===== src/rtl/pipelined_bypass_adder.sv =====
// Carry-bypass adder/subtractor split into STAGES pipeline stages LSB-first.
// A single advance enable moves all stages together, and a full pipeline can accept and emit in the same cycle.
module pipelined_bypass_adder #(
  parameter int N      = 32,
  parameter int BLK    = 8,
  parameter int STAGES = 2
) (
  input  logic         clk,
  input  logic         rst,
  input  logic         in_valid,
  output logic         in_ready,
  input  logic [N-1:0] A,
  input  logic [N-1:0] B,
  input  logic         cin,
  input  logic         sub,
  output logic         out_valid,
  input  logic         out_ready,
  output logic [N-1:0] S,
  output logic         cout,
  output logic         OF,
  output logic         ZF
);

  localparam int NB  = N / BLK;
  localparam int BPS = (NB + STAGES - 1) / STAGES;

  // One ripple block; when every bit propagates, the carry-in skips straight to the carry-out.
  function automatic logic [BLK:0] blk_add(input logic [BLK-1:0] a,
                                           input logic [BLK-1:0] b,
                                           input logic           ci);
    logic [BLK-1:0] p;
    logic [BLK-1:0] s;
    logic           c;
    p = a ^ b;
    c = ci;
    for (int i = 0; i < BLK; i++) begin
      s[i] = p[i] ^ c;
      c    = (a[i] & b[i]) | (p[i] & c);
    end
    return {((&p) ? ci : c), s};
  endfunction

  logic [N-1:0]        a_in   [STAGES];
  logic [N-1:0]        bx_in  [STAGES];
  logic [N-1:0]        sum_in [STAGES];
  logic                c_in   [STAGES];
  logic [STAGES-1:0]   vld_in;

  logic [N-1:0]        a_nx   [STAGES];
  logic [N-1:0]        bx_nx  [STAGES];
  logic [N-1:0]        sum_nx [STAGES];
  logic                c_nx   [STAGES];
  logic                of_nx;
  logic                zf_nx;

  logic [N-1:0]        a_p    [STAGES];
  logic [N-1:0]        bx_p   [STAGES];
  logic [N-1:0]        sum_p  [STAGES];
  logic                c_p    [STAGES];
  logic [STAGES-1:0]   vld_p;
  logic                of_p;
  logic                zf_p;

  logic                adv;

  assign adv       = out_ready | ~out_valid;
  assign in_ready  = adv;
  assign out_valid = vld_p[STAGES-1];
  assign S         = sum_p[STAGES-1];
  assign cout      = c_p[STAGES-1];
  assign OF        = of_p;
  assign ZF        = zf_p;

  // Stage 0 input: subtract folds into inverted B with a forced carry-in of 1.
  assign a_in[0]   = A;
  assign bx_in[0]  = sub ? ~B : B;
  assign c_in[0]   = sub | cin;
  assign sum_in[0] = '0;
  assign vld_in[0] = in_valid;

  for (genvar s = 1; s < STAGES; s++) begin : g_link
    assign a_in[s]   = a_p[s-1];
    assign bx_in[s]  = bx_p[s-1];
    assign c_in[s]   = c_p[s-1];
    assign sum_in[s] = sum_p[s-1];
    assign vld_in[s] = vld_p[s-1];
  end

  always_comb begin
    for (int s = 0; s < STAGES; s++) begin
      a_nx[s]   = a_in[s];
      bx_nx[s]  = bx_in[s];
      sum_nx[s] = sum_in[s];
      c_nx[s]   = c_in[s];
      for (int b = 0; b < NB; b++) begin
        if (b / BPS == s)
          {c_nx[s], sum_nx[s][b*BLK +: BLK]} =
            blk_add(a_in[s][b*BLK +: BLK], bx_in[s][b*BLK +: BLK], c_nx[s]);
      end
    end
    // Carry into the MSB is recovered from the aligned MSB operand and sum bits.
    of_nx = a_nx[STAGES-1][N-1] ^ bx_nx[STAGES-1][N-1] ^ sum_nx[STAGES-1][N-1]
          ^ c_nx[STAGES-1];
    zf_nx = ~|sum_nx[STAGES-1];
  end

  // Stage registers: all stages advance together or all hold.
  always_ff @(posedge clk) begin
    if (rst) begin
      vld_p             <= '0;
      sum_p[STAGES-1]   <= '0;
      c_p[STAGES-1]     <= 1'b0;
      of_p              <= 1'b0;
      zf_p              <= 1'b0;
    end else if (adv) begin
      vld_p <= vld_in;
      for (int s = 0; s < STAGES; s++) begin
        a_p[s]   <= a_nx[s];
        bx_p[s]  <= bx_nx[s];
        sum_p[s] <= sum_nx[s];
        c_p[s]   <= c_nx[s];
      end
      of_p <= of_nx;
      zf_p <= zf_nx;
    end
  end

endmodule


===== config.mk =====
export PLATFORM = sky130hd
export DESIGN_NAME = pipelined_bypass_adder
export DESIGN_NICKNAME = d
export VERILOG_FILES = /design/src/rtl/pipelined_bypass_adder.sv
export SDC_FILE = /design/constraint.sdc
export NUM_CORES = 1
export LEC_CHECK = 0
export BUFFER_PORTS_ARGS = -buffer_cell sky130_fd_sc_hd__buf_2
export CORE_ASPECT_RATIO = 1.75
export CORE_MARGIN = 1
export CORE_UTILIZATION = 55
export CTS_BUF_LIST = sky130_fd_sc_hd__clkbuf_16
export DETAILED_ROUTE_END_ITERATION = 8
export PLACE_DENSITY = 0.85
export SYNTH_ARGS = -nofsm -noshare
export SYNTH_HDL_FRONTEND = slang
export SYNTH_SLANG_ARGS = --single-unit

===== constraint.sdc =====
create_clock -name clk -period 14.16 [get_ports clk]
set_input_delay 2.124 -clock clk [delete_from_list [all_inputs] [get_ports clk]]
set_output_delay 2.124 -clock clk [all_outputs]
set_load 0.005 [all_outputs]

==> impl_metrics.prom <==
# TYPE chip_impl_metric gauge
chip_impl_info{name="outcome",value="finished, violations left"} 1
chip_impl_info{name="violations",value="DRC"} 1
chip_impl_metric{name="design_area",unit="um2"} 5460
chip_impl_metric{name="fp.dieW",unit="um"} 71.1
chip_impl_metric{name="grt_pass1_vias",unit=""} 2566
chip_impl_metric{name="dpl_worst_slack",unit="ps"} 3570
chip_impl_metric{name="detail_route.vias_per_cell",unit=""} 4.95
chip_impl_metric{name="synthSimpleGateAreaFrac",unit="%"} 8.44
chip_impl_metric{name="crit_fanout",unit=""} 34
chip_impl_metric{name="post_cts_clock_slew_at_the_launch_and_capture_registers_of_the_worst_setup_and_hold_paths",unit="ps"} 60
chip_impl_metric{name="area_growth_syn_to_layout",unit="%"} 18.6
chip_impl_metric{name="drive_above_1_share",unit="%"} 28.5
chip_impl_metric{name="pwr-share-clk",unit="%"} 30.4
chip_impl_metric{name="holdPathStages",unit=""} 2
chip_impl_metric{name="actual_slew_at_the_worst_max_slew_pin",unit="ps"} 892
chip_impl_metric{name="postSynthAreaPerCell",unit="um2"} 14.6
chip_impl_metric{name="static-leakage-power",unit="nW"} 2.53
chip_impl_metric{name="power.density_cell_area",unit="nW/um2"} 118
chip_impl_info{name="worstHoldStart",value="OF"} 1
chip_impl_metric{name="clk_latency",unit="ps"} 330
chip_impl_metric{name="sequential_cell_area",unit="um2"} 2540
chip_impl_metric{name="grt_max_degree",unit=""} 82
chip_impl_metric{name="die_h",unit="um"} 123
chip_impl_metric{name="numClockSinks",unit=""} 86
chip_impl_info{name="dominantRegCellSynth",value="edfxtp_1"} 1
chip_impl_metric{name="vias",unit=""} 2582
chip_impl_metric{name="grt_pass1_wl",unit="um"} 11400
chip_impl_metric{name="tns_setup",unit="ps"} 0
chip_impl_metric{name="timing.final.ws_setup",unit="ps"} 3960
chip_impl_metric{name="wire_length_reported_by_the_detailed_router",unit="um"} 7210
chip_impl_metric{name="grt_use_total",unit="%"} 17.7
chip_impl_metric{name="route.detailed.drc",unit=""} 8
chip_impl_metric{name="worstPathRequired",unit="ps"} 14220
chip_impl_metric{name="worst_ir_drop_vdd",unit="uV"} 79.2
chip_impl_metric{name="grt_overflow_total",unit=""} 0
chip_impl_metric{name="fmax",unit="GHz"} 0.0980
chip_impl_metric{name="asyncSetResetFlopFracSynth",unit="%"} 0
chip_impl_metric{name="ctsHoldBuffers",unit=""} 0
chip_impl_metric{name="netlist.area_leader.share",unit="%"} 53.6
chip_impl_info{name="r2r_end",value="ZF"} 1
chip_impl_info{name="root_buffer",value="clkbuf_16"} 1
chip_impl_metric{name="cts_buffers",unit=""} 9
chip_impl_metric{name="initial_utilization",unit="%"} 57.4
chip_impl_metric{name="drv.max_cap_violation_count",unit=""} 0
chip_impl_metric{name="drt_pass1_iterations",unit=""} 6
chip_impl_metric{name="detail_placement_hpwl",unit="um"} 5820
chip_impl_metric{name="slew_violations",unit=""} 0
chip_impl_metric{name="timing.final.setup_violations",unit=""} 0
chip_impl_info{name="synth.area.top_cells",value="edfxtp_1 (54%), fa_1 (14%), ha_1 (8.7%)"} 1
chip_impl_metric{name="synth_seq_area_share",unit="%"} 55.3
chip_impl_metric{name="cts_resized",unit=""} 0
chip_impl_metric{name="synthesis.instances",unit=""} 316
chip_impl_metric{name="edff_count_synth",unit=""} 82
chip_impl_metric{name="synthesis.nets",unit=""} 450
chip_impl_info{name="timing.rr.start",value="a_p[0][16]"} 1
chip_impl_metric{name="synthesized_area",unit="um2"} 4600
chip_impl_metric{name="final_hold_viol_count",unit=""} 0
chip_impl_metric{name="core_area",unit="um2"} 8020
chip_impl_metric{name="max-slew-margin-rel",unit="%"} 40.5
chip_impl_info{name="critPathCaptureType",value="register"} 1
chip_impl_info{name="unrepaired_setup_endpoints_after_global_routing",value="false"} 1
chip_impl_info{name="whs_endpoint",value="OF"} 1
chip_impl_metric{name="intPower",unit="mW"} 0.489
chip_impl_metric{name="fillCellCount",unit=""} 547
chip_impl_metric{name="std_cell_rows",unit=""} 43
chip_impl_metric{name="post-cts-setup-buffers",unit=""} 0
chip_impl_metric{name="synth.ff_latch_count",unit=""} 86
chip_impl_metric{name="cts.path.max_buffers",unit=""} 2
chip_impl_info{name="largest_area_contributor_in_the_netlist",value="edfxtp_1"} 1
chip_impl_metric{name="gp_congestion",unit=""} 0.816
chip_impl_metric{name="worst_skew",unit="ps"} 4.81
chip_impl_metric{name="antennaDiodeCount",unit=""} 0
chip_impl_metric{name="synth.yosys.warnings",unit=""} 0
chip_impl_metric{name="multi_input_comb_area",unit="um2"} 1810
chip_impl_metric{name="synthDistinctLibCells",unit=""} 34
chip_impl_metric{name="power_switching_share",unit="%"} 24.2
chip_impl_metric{name="routedWlPerCell",unit="um"} 13.8
chip_impl_metric{name="antenna_found_initial",unit=""} 0
chip_impl_info{name="hold_path.class",value="reg -> reg"} 1
chip_impl_metric{name="reg2regPathDepth",unit=""} 24
chip_impl_metric{name="worst-r2r-setup-slack",unit="ps"} 6250
chip_impl_metric{name="top_level_ports",unit=""} 107
chip_impl_info{name="yosys-top-cells-count",value="edfxtp_1 (82), inv_1 (51), fa_1 (32), ha_1 (32), xor2_1 (32)"} 1
chip_impl_metric{name="cts-htree-levels",unit=""} 3
chip_impl_metric{name="share_seq_of_total_power",unit="%"} 51.5
chip_impl_info{name="cts_tree",value="built"} 1
chip_impl_metric{name="share_comb_of_total_power",unit="%"} 18.1
chip_impl_metric{name="synth_compound_gate_area_share",unit="%"} 1.55
chip_impl_info{name="critPathKind",value="in -> reg"} 1
chip_impl_info{name="timing.critical_path.from_type",value="primary input"} 1
chip_impl_metric{name="min_period",unit="ps"} 10200
chip_impl_info{name="main_combinational_cell_family_by_area_after_synthesis",value="adder cells"} 1
chip_impl_metric{name="design.final.nets",unit=""} 561
chip_impl_metric{name="post_dp_cell_area",unit="um2"} 5200
chip_impl_metric{name="dr.first_iter.drc_count",unit=""} 191
chip_impl_metric{name="utilization",unit="%"} 68.1
chip_impl_metric{name="synth.mux.area_fraction",unit="%"} 0.218
chip_impl_metric{name="post_synthesis_share_of_cell_area_spent_on_full_adders_half_adders_and_majority_gates",unit="%"} 22.6
chip_impl_metric{name="synth_xor_area_share",unit="%"} 6.48
chip_impl_metric{name="port_buf_inserts",unit=""} 106
chip_impl_metric{name="final_min_period_over_clock_period",unit="%"} 72.1
chip_impl_info{name="post-synth-top-count-cell",value="edfxtp_1"} 1
chip_impl_metric{name="drt.antenna.violating_nets",unit=""} 0
chip_impl_metric{name="dieArea",unit="um2"} 8740
chip_impl_metric{name="switching_power",unit="mW"} 0.156
chip_impl_metric{name="worst_ep_arrival_time",unit="ps"} 10270
==> sequential cells by signal, summed over array words and instances, names as in the netlist <==
name / count
bx_p: 16
sum_p: 48
OF: 1
ZF: 1
a_p: 16
c_p: 2
vld_p: 2
==> how the worst max path moves through the flow <==
stage,from,to
2_1_floorplan,sub,sum_p[0][15]
3_3_place_gp,sub,sum_p[0][15]
3_5_place_dp,sub,sum_p[0][15]
4_1_cts,sub,sum_p[0][15]
5_1_grt,sub,sum_p[0][15]
6_report,sub,sum_p[0][15]
==> power by group through the flow <==
stage                     Clock [mW]  Sequential [mW]  Combinational [mW]
after floorplan                    0            0.337              0.0680
after global placement             0            0.336               0.111
after detailed placement           0            0.338               0.118
after CTS                      0.200            0.332               0.119
after global routing           0.208            0.336               0.132
final                          0.196            0.332               0.117
==> routing by layer <==
layer / share of wire, % / wire, um / vias to the layer above / GRT usage (%)
met1: 38 / 2770 / 1227 / 19.9
li1: - / - / 1260 / -
met4: 2.2 / 155 / 0 / 8.63
met2: 56 / 4010 / 82 / 32.6
met5: 0 / 0 / - / 0
met3: 3.8 / 276 / 13 / 2.69
==> logic make-up after synthesis <==
logic type / Yosys count
mux: 1
flops: 86
simple gates: 62
fa+ha+maj: 64
compound gates: 9
buf+inv: 60
xor+xnor: 34
==> critical path, stage by stage <==
cell and delay, ps:
buf_2 670, xor2_1 240, inv_1 90, fa_1 400, fa_1 430, fa_1 420
fa_1 420, fa_1 440, fa_1 440, fa_1 430, fa_1 380, o21ai_0 80
o41ai_1 140, fa_1 470, fa_1 430, fa_1 440, fa_1 450, fa_1 430
fa_1 430, fa_1 390, inv_1 80, fa_1 430
==> layout make-up <==
class	instances	share of cell area, %
Sequential cell	86	46.6
Multi-Input combinational cell	170	33.1
Timing Repair Buffer	108	10.0
Clock buffer	9	4.13
Inverter	52	3.58
Tap cell	90	2.06
Clock inverter	7	0.482
==> placed cells by master, fill, tap and decap left out, types with 2 or more instances in the layout <==
master	n
and2_1	31
and4_1	2
buf_2	106
buf_4	2
clkbuf_16	9
clkinv_1	3
dfxtp_1	4
edfxtp_1	82
fa_1	32
ha_1	32
inv_1	55
nand4_1	6
nor2_1	6
nor4_1	7
o21ai_0	2
xnor2_1	2
xor2_1	32
==> through the flow <==
stage | hold slack (ps) | cells | power (mW)
floorplan | 440 | 316 | 0.405
global placement | 449 | 506 | 0.447
detailed placement | 459 | 506 | 0.455
CTS | 468 | 522 | 0.651
global route | 496 | 522 | 0.676
finish | 470 | 522 | 0.645
No activity file was read; power rests on OpenSTA's default activity.
